--- src/rtl/mprj_io_sync_buffer.sv ---
// mprj_io_sync_buffer: clocked GPIO buffer between the management SoC and the
// user-project pad ring. Per input channel: SYNC_STAGES-deep synchroniser,
// optional glitch filter, registered change strobe. Output data/enables are
// registered with a hold (freeze) control and reset to a pad-safe state.
// Optional feature macro: MPRJ_IO_FILTER_EN (glitch filter present when defined).

`ifndef MPRJ_IO_PADS_1
`define MPRJ_IO_PADS_1 19
`endif

// One input channel: synchroniser, filter (or plain register), change strobe.
module mprj_io_in_lane #(
  parameter int SYNC_STAGES = 2,
  parameter int FILT_W      = 4
) (
  input  logic              clk,
  input  logic              resetn,
  input  logic              din,
  input  logic [FILT_W-1:0] thresh,
  output logic              dout,
  output logic              chg
);
  logic [SYNC_STAGES-1:0] sync_q;
  logic                   s;
  logic                   f_nxt;

  // Synchroniser chain; the last stage is the first safe-to-use sample.
  always_ff @(posedge clk or negedge resetn) begin
    if (!resetn) sync_q <= '0;
    else         sync_q <= {sync_q[SYNC_STAGES-2:0], din};
  end

  assign s = sync_q[SYNC_STAGES-1];

`ifdef MPRJ_IO_FILTER_EN
  logic [FILT_W-1:0] cnt_q;

  // Accept s once it has disagreed with the filtered value on more than T
  // consecutive edges; >= lets a lowered threshold take effect immediately.
  assign f_nxt = (s != dout && cnt_q >= thresh) ? s : dout;

  // Run-length counter of consecutive disagreements; never exceeds T.
  always_ff @(posedge clk or negedge resetn) begin
    if (!resetn)             cnt_q <= '0;
    else if (s == dout)      cnt_q <= '0;
    else if (cnt_q >= thresh) cnt_q <= '0;
    else                     cnt_q <= cnt_q + 1'b1;
  end
`else
  logic unused_thresh;
  assign unused_thresh = ^thresh;
  assign f_nxt         = s;
`endif

  // Filtered value plus a strobe that rises together with each new value.
  always_ff @(posedge clk or negedge resetn) begin
    if (!resetn) begin
      dout <= 1'b0;
      chg  <= 1'b0;
    end else begin
      dout <= f_nxt;
      chg  <= f_nxt ^ dout;
    end
  end
endmodule

module mprj_io_sync_buffer #(
  parameter int IN_WIDTH    = `MPRJ_IO_PADS_1,
  parameter int OUT_WIDTH   = `MPRJ_IO_PADS_1,
  parameter int OEB_WIDTH   = 3,
  parameter int SYNC_STAGES = 2,
  parameter int FILT_W      = 4
) (
  input  logic                 clk,
  input  logic                 resetn,
  input  logic [IN_WIDTH-1:0]  mgmt_gpio_in,
  output logic [IN_WIDTH-1:0]  mgmt_gpio_in_buf,
  output logic [IN_WIDTH-1:0]  in_change,
  input  logic [FILT_W-1:0]    filter_thresh,
  input  logic [OUT_WIDTH-1:0] mgmt_gpio_out,
  output logic [OUT_WIDTH-1:0] mgmt_gpio_out_buf,
  input  logic [OEB_WIDTH-1:0] mgmt_gpio_oeb,
  output logic [OEB_WIDTH-1:0] mgmt_gpio_oeb_buf,
  input  logic                 hold
);

  genvar i;
  generate
    for (i = 0; i < IN_WIDTH; i++) begin : g_lane
      mprj_io_in_lane #(
        .SYNC_STAGES (SYNC_STAGES),
        .FILT_W      (FILT_W)
      ) u_lane (
        .clk    (clk),
        .resetn (resetn),
        .din    (mgmt_gpio_in[i]),
        .thresh (filter_thresh),
        .dout   (mgmt_gpio_in_buf[i]),
        .chg    (in_change[i])
      );
    end
  endgenerate

  // Output registers: pad-safe reset (low, drivers off), frozen while hold.
  always_ff @(posedge clk or negedge resetn) begin
    if (!resetn) begin
      mgmt_gpio_out_buf <= '0;
      mgmt_gpio_oeb_buf <= '1;
    end else if (!hold) begin
      mgmt_gpio_out_buf <= mgmt_gpio_out;
      mgmt_gpio_oeb_buf <= mgmt_gpio_oeb;
    end
  end
endmodule
--- config.mk ---
export PLATFORM = sky130hd
export DESIGN_NAME = mprj_io_sync_buffer
export DESIGN_NICKNAME = d
export VERILOG_FILES = /design/src/rtl/mprj_io_sync_buffer.sv
export SDC_FILE = /design/constraint.sdc
export NUM_CORES = 1
export LEC_CHECK = 0
export CORE_UTILIZATION = 40
export DETAILED_ROUTE_END_ITERATION = 6
export DONT_BUFFER_PORTS = 1
export PLACE_DENSITY = 0.56
export SLEW_MARGIN = 25
export SYNTH_ARGS = -nofsm -noshare
export SYNTH_HDL_FRONTEND = slang
export SYNTH_SLANG_ARGS = --single-unit
--- constraint.sdc ---
create_clock -name clk -period 0.8 [get_ports clk]
set_input_delay 0.08 -clock clk [delete_from_list [all_inputs] [get_ports clk]]
set_output_delay 0.08 -clock clk [all_outputs]
set_load 0.02 [all_outputs]
Word-level counts from Yosys, hierarchy flattened

Index checks and enable logic that the tools add are counted.

Input bits: 48
Logic and storage cells: 78
Memory bits (writable): 0
Flip-flop bits (word level): 98
Output and inout port bits: 60
Memories kept: 0
Bits in read-only memories: 0
Bits in latches: 0

$mul: 0
Magnitude comparators: 0
Bitwise operators: 19
Equal/unequal tests: 0
Divide/modulo/power cells: 0
Reduce and logical (&&, ||, !) cells: 0
$add $sub $neg: 0
Multiplexer cells: 0
Shift operators: 0

Operators with widths:

| kind        | number |
|---|---|
| $xor 1x1->1 | 19 |

Logic depth before layout (Yosys ltp)

Word-level depth: 1
Depth in mapped cells: 2
Gate-level depth less buffers: 1

Hierarchy

A second synthesis with hierarchy kept.

Cell total of the unflattened synthesis: 141
Area, all modules: 2,892.8 sq um

Modules (own cells, without submodules):

| module              | area each (sq um) | cells each | sequential area each (sq um) | instances |
|---|---|---|---|---|
| mprj_io_in_lane     | 108.9             | 5          | 100.1                        | 19 |
| mprj_io_sync_buffer | 824.5             | 46         | 554.3                        | 1 |

Least setup slack after synthesis

OpenSTA, ideal clock, no wires.

Path kind: register -> register
Start: register mgmt_gpio_out_buf[18] (netlist name)
End: register mgmt_gpio_out_buf[18]
Library setup time: 125 ps
Path buffers: 0
Period minus slack after synthesis: 827 ps
Path slack: -27 ps
Arrival: 703 ps
Cell stages (with the launch flop): 2
Cell sequence: dfrtp_1 mux2_2

RTL lines:

| what                   | RTL line | RTL |
|---|---|---|
| end signal: assignment | 110      | `mgmt_gpio_out_buf <= mgmt_gpio_out;` |
| end: declaration       | 81       | `output logic [OUT_WIDTH-1:0] mgmt_gpio_out_buf,` |

Final worst setup path

Start: register mgmt_gpio_oeb_buf[0]
End: output port mgmt_gpio_oeb_buf[0]

RTL lines:

| what                     | RTL line | RTL |
|---|---|---|
| start: declaration       | 83       | `output logic [OEB_WIDTH-1:0] mgmt_gpio_oeb_buf,` |
| start signal: assignment | 111      | `mgmt_gpio_oeb_buf <= mgmt_gpio_oeb;` |

No word-level cell between the ends.

==> results by group <==
Outcome
  – Status: finished, violations left
  – Violated checks: negative hold slack, negative setup slack

CTS
  – CTS sink cnt: 98
  – Hold-fix buffers, CTS: 41
  – Clock Tree Root: clkbuf_8
  – TritonCTS clock tree: done
  – Clock latency on the worst-skew pair: 340 ps
  – H-Tree Depth: 3
  – Register clock-pin slew on the reported worst setup and hold paths: 90 ps
  – CTS Buffer Depth: 2
  – CTS Buf Count: 9

Finish
  – Fillers: 582
  – Diode count: 0
  – Nets: 307
  – Design area: 4490 sq um
  – Area grow syn2layout: 41.2%
  – Final design utilization: 58.4%
  – Layout cells sized above 1: 54.9%
  – Post-route insts no fill: 366

STA
  – Worst-Margin Slew: 202 ps
  – Final setup fails: 70
  – Skew final: 7.09 ps
  – Post-route clock period utilization: 137%
  – Setup slack after layout: -293 ps
  – Post-route minimum period: 1090 ps
  – Final Max Tran Viols: 0
  – Hold slack final: -577 ps
  – Max_slew headroom: 86.5%
  – Fin. Hold Viols: 120
  – Highest clock rate: 915 MHz
  – Setup repair after global routing missed its margin: true

Yosys
  – Share of async-settable or async-resettable flops after synthesis: 100%
  – Synth top area share: 74.8%
  – Area leader, netlist: dfrtp_1
  – Cell with the most instances after synthesis: dfrtp_1
  – Post-synth EDFFs: 0
  – Post-synth top cells: dfrtp_1, buf_4, mux2_2
  – Synthesized area: 3180 sq um
  – Post-synthesis register bit count: 98
  – Register area share after synthesis: 77.3%
  – Synth area leaders: dfrtp_1, buf_4, mux2_2
  – Synth Flop Type: dfrtp_1
  – Syn avg cell area: 17.8 sq um
  – Syn Nets: 227
  – Synth cell types: 6
  – Yosys warnings: 0
  – Post-Syn Instances: 179

Drt
  – Total number of vias: 1538
  – Wire per inst: 14.3 um
  – Antenna-violating nets left: 0
  – First-pass DRT Iterations: 4
  – Met1 Wirelength: 1.96 mm
  – Metal2 WL: 2.83 mm
  – Max Used Layer: met4
  – DRC viols: 0
  – Final wirelength: 5.22 mm
  – WL met3: 345 um
  – Via density per instance: 4.20
  – First DRT Iteration DRCs: 24

Setup path
  – Worst path arrival time: 1010 ps
  – Max FO, Critical Path: 2
  – Data required time at the worst endpoint: 720 ps
  – CP Launch Type: flop
  – CP delay by family, top: flip-flops
  – Critical-path top delay cell: dfstp_2
  – Worst path cell trace: buf_6
  – WP buf/inv: 1
  – Crit path capture type: primary output
  – Critical path class: reg2out
  – Worst path max stage delay: 550 ps

Floorplanning
  – Die Footprint: 8310 sq um
  – Initial Utilization: 41.3%
  – Rows: 32
  – Die Wd: 91.1 um
  – Core Region: 7690 sq um
  – Die Span Y: 91.1 um
  – I/O Pins: 108

Pwr
  – Combinational share of power: 11.8%
  – Sw Share: 23.5%
  – Sequential power share: 56.9%
  – NetSw: 0.00236 W
  – PD cells: 2230 nW/um^2
  – P_int: 0.00767 W
  – Clock power frac: 31.3%
  – VDD IR max: 0.950 mV
  – Leak Pwr: 2.04 nW

Flow run
  – Max Cap Viol: 0

Global route
  – First-pass GRT wire length: 8.87 mm
  – Total gr overflow: 0
  – Gr usage total: 14.3%
  – Initial antenna violation count: 0
  – Largest net degree at the start of global routing: 99
  – Number of global-route vias before repair: 1840

Placement
  – Placed cells: 282
  – Routability Congestion: 0.734
  – Pre-CTS setup slack: 14.1 ps
  – Area after DPL: 3400 sq um
  – # port buffers: 0
  – Hpwl dp: 3.13 mm

Worst hold path
  – Hold WC Path Type: in2async
==> worst reg2reg max path, stage by stage (launching register included) <==
cell	delay, ps
dfrtp_2	430
buf_6	120
mux2_4	250
==> metrics by stage <==
step	TNS [ps]	power (W)
global route	-13000	0.0105
floorplan	-236	0.00638
CTS	-11160	0.0101
detailed placement	0	0.00648
finish	-9660	0.0100
global placement	0	0.00644
==> layer usage <==
layer  up-vias  track usage (%)
met5         -                0
met4         0             7.14
met3         8             4.36
met2        69             25.0
met1       773             15.7
li1        688                -
==> area by class of cell <==
type | count | area [sq um] | area share, %
repair buffers | 109 | 1160 | 26.0
well taps | 102 | 128 | 2.84
clock buffers | 10 | 138 | 3.07
multi-input cells | 41 | 493 | 11.0
flip-flops and latches | 98 | 2500 | 55.7
clock inverters | 6 | 65.1 | 1.45
==> cells in the final DEF (no fill, tap or decap) <==
cell type / count
mux2_4: 19
dfstp_2: 3
buf_4: 3
bufinv_16: 1
clkinv_4: 1
inv_6: 1
dlygate4sd3_1: 41
clkinv_2: 2
dfrtp_1: 60
clkbuf_8: 10
mux2_2: 3
dfrtp_2: 35
buf_6: 65
xor2_1: 18
clkinvlp_4: 1
xor2_2: 1
==> registers in the layout (all words and copies together) (netlist names) <==
register,cells
g_lane.u_lane.chg,19
g_lane.u_lane.dout,19
mgmt_gpio_out_buf,19
mgmt_gpio_oeb_buf,3
g_lane.u_lane.sync_q,38
==> repair_timing <==
action / 4_1_cts / 5_1_grt
hold endpoints to repair: 139 / 120
pin swaps: 0 / 1
resized for setup: 56 / 26
buffers inserted: 24 / 9
setup endpoints to repair: 60 / 92
==> power by group through the flow <==
stage,combinational [W],clock (W),sequential [W]
after floorplan,0.000669,0,0.00571
after global placement,0.000713,0,0.00573
after detailed placement,0.000724,0,0.00576
after CTS,0.00112,0.00328,0.00570
after global routing,0.00125,0.00351,0.00576
final,0.00118,0.00314,0.00571
==> cells by family after synthesis <==
kind of cell / synth area share, %
DFF: 77.3
muxes: 7.80
xor gates and xnor gates: 5.24
buffers and inverters: 9.68
==> path summary, 6_finish.rpt <==
check / start / end / slack (ps) / depth (start not counted)
max: mgmt_gpio_oeb_buf[0]$_DFFE_PN1N_ / mgmt_gpio_oeb_buf[0] / -290 / 1
min in group clk: hold / mgmt_gpio_out_buf[18]$_DFFE_PN0N_ / -110 / 1
max in group asynchronous: resetn / mgmt_gpio_oeb_buf[2]$_DFFE_PN1N_ / 1180 / 0
min: resetn / g_lane[14].u_lane.chg$_DFF_PN0_ / -580 / 0
max reg2reg: mgmt_gpio_out_buf[16]$_DFFE_PN0N_ / mgmt_gpio_out_buf[16]$_DFFE_PN0N_ / -100 / 2
min reg2reg: g_lane[3].u_lane.sync_q[0]$_DFF_PN0_ / g_lane[3].u_lane.sync_q[1]$_DFF_PN0_ / 350 / 0
Power figures use the tool's default switching activity.
